### config.mk
export PLATFORM = sky130hd
export DESIGN_NAME = c_tile_drain
export DESIGN_NICKNAME = d
export VERILOG_FILES = /design/src/rtl/c_drain_pkg.sv /design/src/rtl/c_tile_drain.sv
export SDC_FILE = /design/constraint.sdc
export NUM_CORES = 1
export LEC_CHECK = 0
export ABC_AREA = 1
export BUFFER_PORTS_ARGS = -buffer_cell sky130_fd_sc_hd__buf_2
export CAP_MARGIN = 20
export CORE_MARGIN = 2
export CORE_UTILIZATION = 47
export CTS_CLUSTER_SIZE = 16
export DETAILED_ROUTE_END_ITERATION = 8
export GPL_TIMING_DRIVEN = 0
export PLACE_DENSITY = 0.76
export SLEW_MARGIN = 10
export SYNTH_ARGS = -nofsm -noshare
export SYNTH_HDL_FRONTEND = slang
export SYNTH_SLANG_ARGS = --single-unit
export TNS_END_PERCENT = 30
### constraint.sdc
create_clock -name clk -period 2.5 [get_ports clk]
set_clock_uncertainty 0.15 [all_clocks]
set_input_delay 0.5 -clock clk [delete_from_list [all_inputs] [get_ports clk]]
set_output_delay 0.5 -clock clk [all_outputs]
set_load 0.005 [all_outputs]
### src/rtl/c_drain_pkg.sv
`default_nettype none
// ============================================================================
// Module   : c_drain_pkg
// Brief    : Shared types and width helper for the C tile drain stage.
// Revision : 1.0
// ============================================================================
package c_drain_pkg;

  typedef enum logic [2:0] {
    S_IDLE    = 3'd0,
    S_WAIT_CV = 3'd1,
    S_REQ     = 3'd2,
    S_GAP     = 3'd3,
    S_EMIT    = 3'd4,
    S_DONE    = 3'd5
  } drain_state_t;

  // Address width that never collapses to zero for single-entry dimensions.
  function automatic int clog2_min1(input int n);
    return (n <= 1) ? 1 : $clog2(n);
  endfunction

endpackage
`default_nettype wire

### src/rtl/c_tile_drain.sv
`default_nettype none
// ============================================================================
// Module   : c_tile_drain
// Brief    : Reads an M x N C tile element by element and streams packed rows.
// Revision : 1.0
// ============================================================================
module c_tile_drain
  import c_drain_pkg::*;
#(
  parameter  int M              = 8,
  parameter  int N              = 8,
  parameter  int DATA_W         = 32,
  parameter  int RVALID_TIMEOUT = 1024,
  localparam int ROW_W          = clog2_min1(M),
  localparam int COL_W          = clog2_min1(N)
) (
  input  logic                clk,
  input  logic                rst_n,
  input  logic                start,
  input  logic                abort,
  input  logic                c_valid_i,
  output logic                mem_en,
  output logic                mem_re,
  output logic [ROW_W-1:0]    mem_row,
  output logic [COL_W-1:0]    mem_col,
  input  logic [DATA_W-1:0]   mem_rdata,
  input  logic                mem_rvalid,
  output logic [N*DATA_W-1:0] m_data,
  output logic [ROW_W-1:0]    m_row,
  output logic                m_valid,
  input  logic                m_ready,
  output logic                m_last,
  output logic                busy,
  output logic                done,
  output logic                err
);

  localparam int TMO_W = $clog2(RVALID_TIMEOUT + 1);
  localparam logic [ROW_W-1:0] C_ROW_LAST = ROW_W'(M - 1);
  localparam logic [COL_W-1:0] C_COL_LAST = COL_W'(N - 1);
  localparam logic [TMO_W-1:0] C_TMO_LAST = TMO_W'(RVALID_TIMEOUT - 1);

  drain_state_t      r_state;
  logic [ROW_W-1:0]  r_row;
  logic [COL_W-1:0]  r_col;
  logic [TMO_W-1:0]  r_tmo;
  logic [DATA_W-1:0] r_buf [N];
  logic              r_mem_en;
  logic              r_m_valid;
  logic              r_m_last;
  logic              r_busy;
  logic              r_done;
  logic              r_err;

  always_ff @(posedge clk) begin
    if (!rst_n) begin
      r_state   <= S_IDLE;
      r_row     <= '0;
      r_col     <= '0;
      r_tmo     <= '0;
      r_mem_en  <= 1'b0;
      r_m_valid <= 1'b0;
      r_m_last  <= 1'b0;
      r_busy    <= 1'b0;
      r_done    <= 1'b0;
      r_err     <= 1'b0;
      for (int j = 0; j < N; j++) begin
        r_buf[j] <= '0;
      end
    end else if (abort) begin
      // Cancel leaves err and the counters alone; a new start re-initialises them.
      r_state   <= S_IDLE;
      r_mem_en  <= 1'b0;
      r_m_valid <= 1'b0;
      r_m_last  <= 1'b0;
      r_busy    <= 1'b0;
      r_done    <= 1'b0;
    end else begin
      case (r_state)
        S_IDLE: begin
          r_done <= 1'b0;
          if (start) begin
            r_state <= S_WAIT_CV;
            r_busy  <= 1'b1;
            r_err   <= 1'b0;
            r_row   <= '0;
            r_col   <= '0;
          end
        end
        S_WAIT_CV: begin
          if (c_valid_i) begin
            r_state  <= S_REQ;
            r_mem_en <= 1'b1;
            r_tmo    <= '0;
          end
        end
        S_REQ: begin
          if (mem_rvalid) begin
            r_buf[r_col] <= mem_rdata;
            r_mem_en     <= 1'b0;
            r_state      <= S_GAP;
          end else if (r_tmo == C_TMO_LAST) begin
            r_err    <= 1'b1;
            r_mem_en <= 1'b0;
            r_busy   <= 1'b0;
            r_state  <= S_IDLE;
          end else begin
            r_tmo <= r_tmo + 1'b1;
          end
        end
        S_GAP: begin
          if (r_col == C_COL_LAST) begin
            r_state   <= S_EMIT;
            r_m_valid <= 1'b1;
            r_m_last  <= (r_row == C_ROW_LAST);
          end else begin
            r_col    <= r_col + 1'b1;
            r_tmo    <= '0;
            r_mem_en <= 1'b1;
            r_state  <= S_REQ;
          end
        end
        S_EMIT: begin
          if (m_ready) begin
            r_m_valid <= 1'b0;
            r_m_last  <= 1'b0;
            if (r_row == C_ROW_LAST) begin
              r_state <= S_DONE;
              r_done  <= 1'b1;
            end else begin
              r_row    <= r_row + 1'b1;
              r_col    <= '0;
              r_tmo    <= '0;
              r_mem_en <= 1'b1;
              r_state  <= S_REQ;
            end
          end
        end
        S_DONE: begin
          r_done  <= 1'b0;
          r_busy  <= 1'b0;
          r_state <= S_IDLE;
        end
        default: begin
          r_state   <= S_IDLE;
          r_mem_en  <= 1'b0;
          r_m_valid <= 1'b0;
          r_m_last  <= 1'b0;
          r_busy    <= 1'b0;
          r_done    <= 1'b0;
        end
      endcase
    end
  end

  generate
    for (genvar j = 0; j < N; j++) begin : g_pack
      assign m_data[j*DATA_W +: DATA_W] = r_buf[j];
    end
  endgenerate

  assign mem_en  = r_mem_en;
  assign mem_re  = r_mem_en;
  assign mem_row = r_row;
  assign mem_col = r_col;
  assign m_row   = r_row;
  assign m_valid = r_m_valid;
  assign m_last  = r_m_last;
  assign busy    = r_busy;
  assign done    = r_done;
  assign err     = r_err;

endmodule
`default_nettype wire

==> flow_summary_export.csv <==
group,metric,value,unit
layout,fillers,1774,
setup_path,criticalPathCategory,"reg2reg",
run_status,outcome,"complete, no violations",
logic_synthesis,synth-seq-cells,282,
layout,mostFrequentLayoutCells,"buf_2, nor2_1, edfxtp_1",
layout,final_common_cell,"buf_2",
sta,drv_slew,0,
cts,cts_buffers,28,
cts,h-tree-depth,1,
drt,wl_met2,14800,um
drt,drcViolationCount,0,
logic_synthesis,syn_area_per_cell,12.8,um2
drt,drt-met1-wl,11200,um
logic_synthesis,synth_area_leaders,"edfxtp_1, nor2_1, dfxtp_1",
drt,routedWlPerCell,19.6,um
setup_path,crit_fanout,23,
sta,period_share,92.6,%
global_route,antenna_found_initial,0,
logic_synthesis,synthCells,853,
cts,clock_latency,0.53,ns
cts,holdBufCountCts,0,
sta,rsz0062_at_grt,"no",
setup_path,cp_slowest_cell,"dfxtp_1",
logic_synthesis,yosysTopAreaCell,"edfxtp_1",
placement,place_ws,-0.525,ns
cts,cts_tree,"done",
logic_synthesis,ys.warnings.count,0,
setup_path,cp_top_family,"simple AND/OR/NAND/NOR gates",
floorplan,dieArea,24400,um2
setup_path,cp_cell_sequence,"buf_6 > inv_2 > nand2_1 > nor2_4 > nand3_4 > nor2_8 > nand2_4 > buf_6 > nand2_2 > buf_12",
setup_path,cp.arrival,2.38,ns
floorplan,core,22700,um2
layout,drive_above_1_share,34.6,%
global_route,track_usage,23.4,%
cts,cts.sinks,282,
floorplan,die_x,156,um
logic_synthesis,synth_top_cell_area_share,70.7,%
setup_path,cp.required,2.57,ns
global_route,grt.overflow.total,0,
drt,met3_length,2350,um
job,cap_violations,0,
placement,io_buffers,310,
drt,highest_layer,"met4",
floorplan,start_util,47.9,%
sta,fmaxAchievable,432,MHz
setup_path,cp_slowest_stage_delay,0.30,ns
drt,ant_nets,0,
drt,via_count,7738,
layout,n_antenna_cell,0,
drt,via_per_inst,5.14,
logic_synthesis,syn_nets,897,
layout,seq_area,8210,um2
sta,worstMarginPinSlew,1.11,ns
drt,drt_first_iter_violations,573,
floorplan,ios,311,
power_and_ir_drop,leakage,6.35,nW
logic_synthesis,netlist_area,10900,um2
setup_path,crit_buf_inv,4,
global_route,grt_pass1_wl,42800,um
placement,dp_hpwl,20600,um
power_and_ir_drop,p_per_area,737,nW/um2
sta,slew_headroom,26.0,%
setup_path,crit_path_end_kind,"flip-flop",
floorplan,rows,55,
cts,ctsLongestPathBuffers,3,
cts,clk_pin_slew,0.06,ns
drt,first_pass_iters,5,
drt,drt-total-wl,29500,um
power_and_ir_drop,ir_worst_vdd,0.000482,V
cts,cts_root_buffer,"clkbuf_16",
layout,finalNetCount,1243,
sta,hold_viol_final,0,
placement,routabilityCongestion,0.881,
min_path,hp-class,"in2reg",
setup_path,crit_path_start_kind,"flip-flop",
layout,post-route-util,61.3,%
global_route,grt_start_max_net_pins,33,
global_route,grt_pass1_vias,7290,
setup_path,cp_common_cell,"buf_6",
sta,setup_ws,0.185,ns
layout,multiInputGateArea,2180,um2
logic_synthesis,seq_area_frac_synth,75.5,%
sta,finalCriticalPeriod,2.32,ns
floorplan,die_h,156,um
logic_synthesis,synth_cell_types,26,
layout,areaGrowthSynthToFinish,28.1,%
sta,setup_viol,0,
[worst min-delay path: stages]
cell	delay, ns
buf_2	0.15
o21ai_0	0.08
nor2_1	0.04
[state kept, by name (all words and copies together), names as in the netlist]
name     cells
err          1
r_buf      256
mem_en       1
mem_col      3
m_row        3
r_tmo       11
m_valid      1
m_last       1
done         1
r_state      3
busy         1
[power breakdown]
group | leakage [nW] | total [W] | internal (W) | switching, W
registers | 2.86 | 0.00534 | 0.00528 | 0.0000593
clock network | 0.471 | 0.00436 | 0.00262 | 0.00174
logic | 3.02 | 0.000573 | 0.000191 | 0.000382
[path summary, 6_finish.rpt]
check / cells after the start / endpoint / slack, ns / start
setup / recovery: 10 / r_buf[1][17] / 0.18 / r_state[0]
hold / removal: 3 / r_tmo[2] / 0.13 / rst_n
setup reg to reg: 10 / r_buf[1][17] / 0.18 / r_state[0]
hold reg to reg: 2 / m_valid / 0.31 / m_valid
[cell families (layout without fill, tap and decap cells)]
kind of cell,count (synthesis),count (layout),share of synthesized area (%)
AOI/OAI and AO/OA,30,30,1.38
xor gates and xnor gates,3,3,0.242
adders and majority gates,5,5,0.575
buffers and inverters,91,459,5.05
DFF,282,282,75.5
and+or+nand+nor,442,442,17.3
[routing by layer]
layer  GRT usage (%)  up-vias
li1                -     3556
met3            3.92       74
met5               0        -
met2            40.5      426
met1            29.5     3682
met4            9.17        0
[cells in the mapped netlist]
| library cell | instances |
|---|---|
| nor2_2 | 3 |
| dfxtp_1 | 26 |
| nor2_8 | 2 |
| xor2_1 | 3 |
| nor3_2 | 1 |
| nand4_1 | 13 |
| nand2_1 | 81 |
| nor2_4 | 2 |
| buf_2 | 1 |
| edfxtp_1 | 256 |
| nand3b_1 | 2 |
| o21ai_0 | 9 |
| clkbuf_1 | 2 |
| nand3_2 | 3 |
| nor2_1 | 306 |
| nand2_4 | 8 |
| nor3b_1 | 1 |
| nor3_1 | 3 |
| inv_1 | 55 |
| nand3_1 | 16 |
| a21oi_1 | 21 |
| inv_2 | 3 |
| buf_4 | 5 |
| nand3_4 | 1 |
| ha_1 | 5 |
| buf_6 | 25 |
[cell type report]
type,instances,area share (%)
clock inverter,21,1.63
multi-input combinational,480,15.7
sequential,282,58.9
inverter,58,1.56
buffer,33,2.38
clock buffer,31,5.26
timing repair buffer,316,12.0
tap,285,2.56
[repair_timing]
action | in CTS | in global routing
endpoints found under the hold margin | 0 | 0
resized for setup | 6 | 2
setup endpoints to repair | 165 | 192
buffers inserted | 0 | 1
pin swaps | 0 | 1
[per-stage QoR]
step           total power (W)  hold WS (ns)  TNS [ns]  instance area [um2]  std cells
2_1_floorplan          0.00566         0.306    -15.99                10900        853
3_3_place_gp           0.00598         0.300   -212.74                12800       1448
3_5_place_dp           0.00601         0.308    -91.22                12900       1453
4_1_cts                 0.0103         0.109    -0.105                13900       1505
5_1_grt                 0.0105         0.120         0                13900       1506
6_report                0.0103         0.127         0                13900       1506
Power figures use the tool's default switching activity.
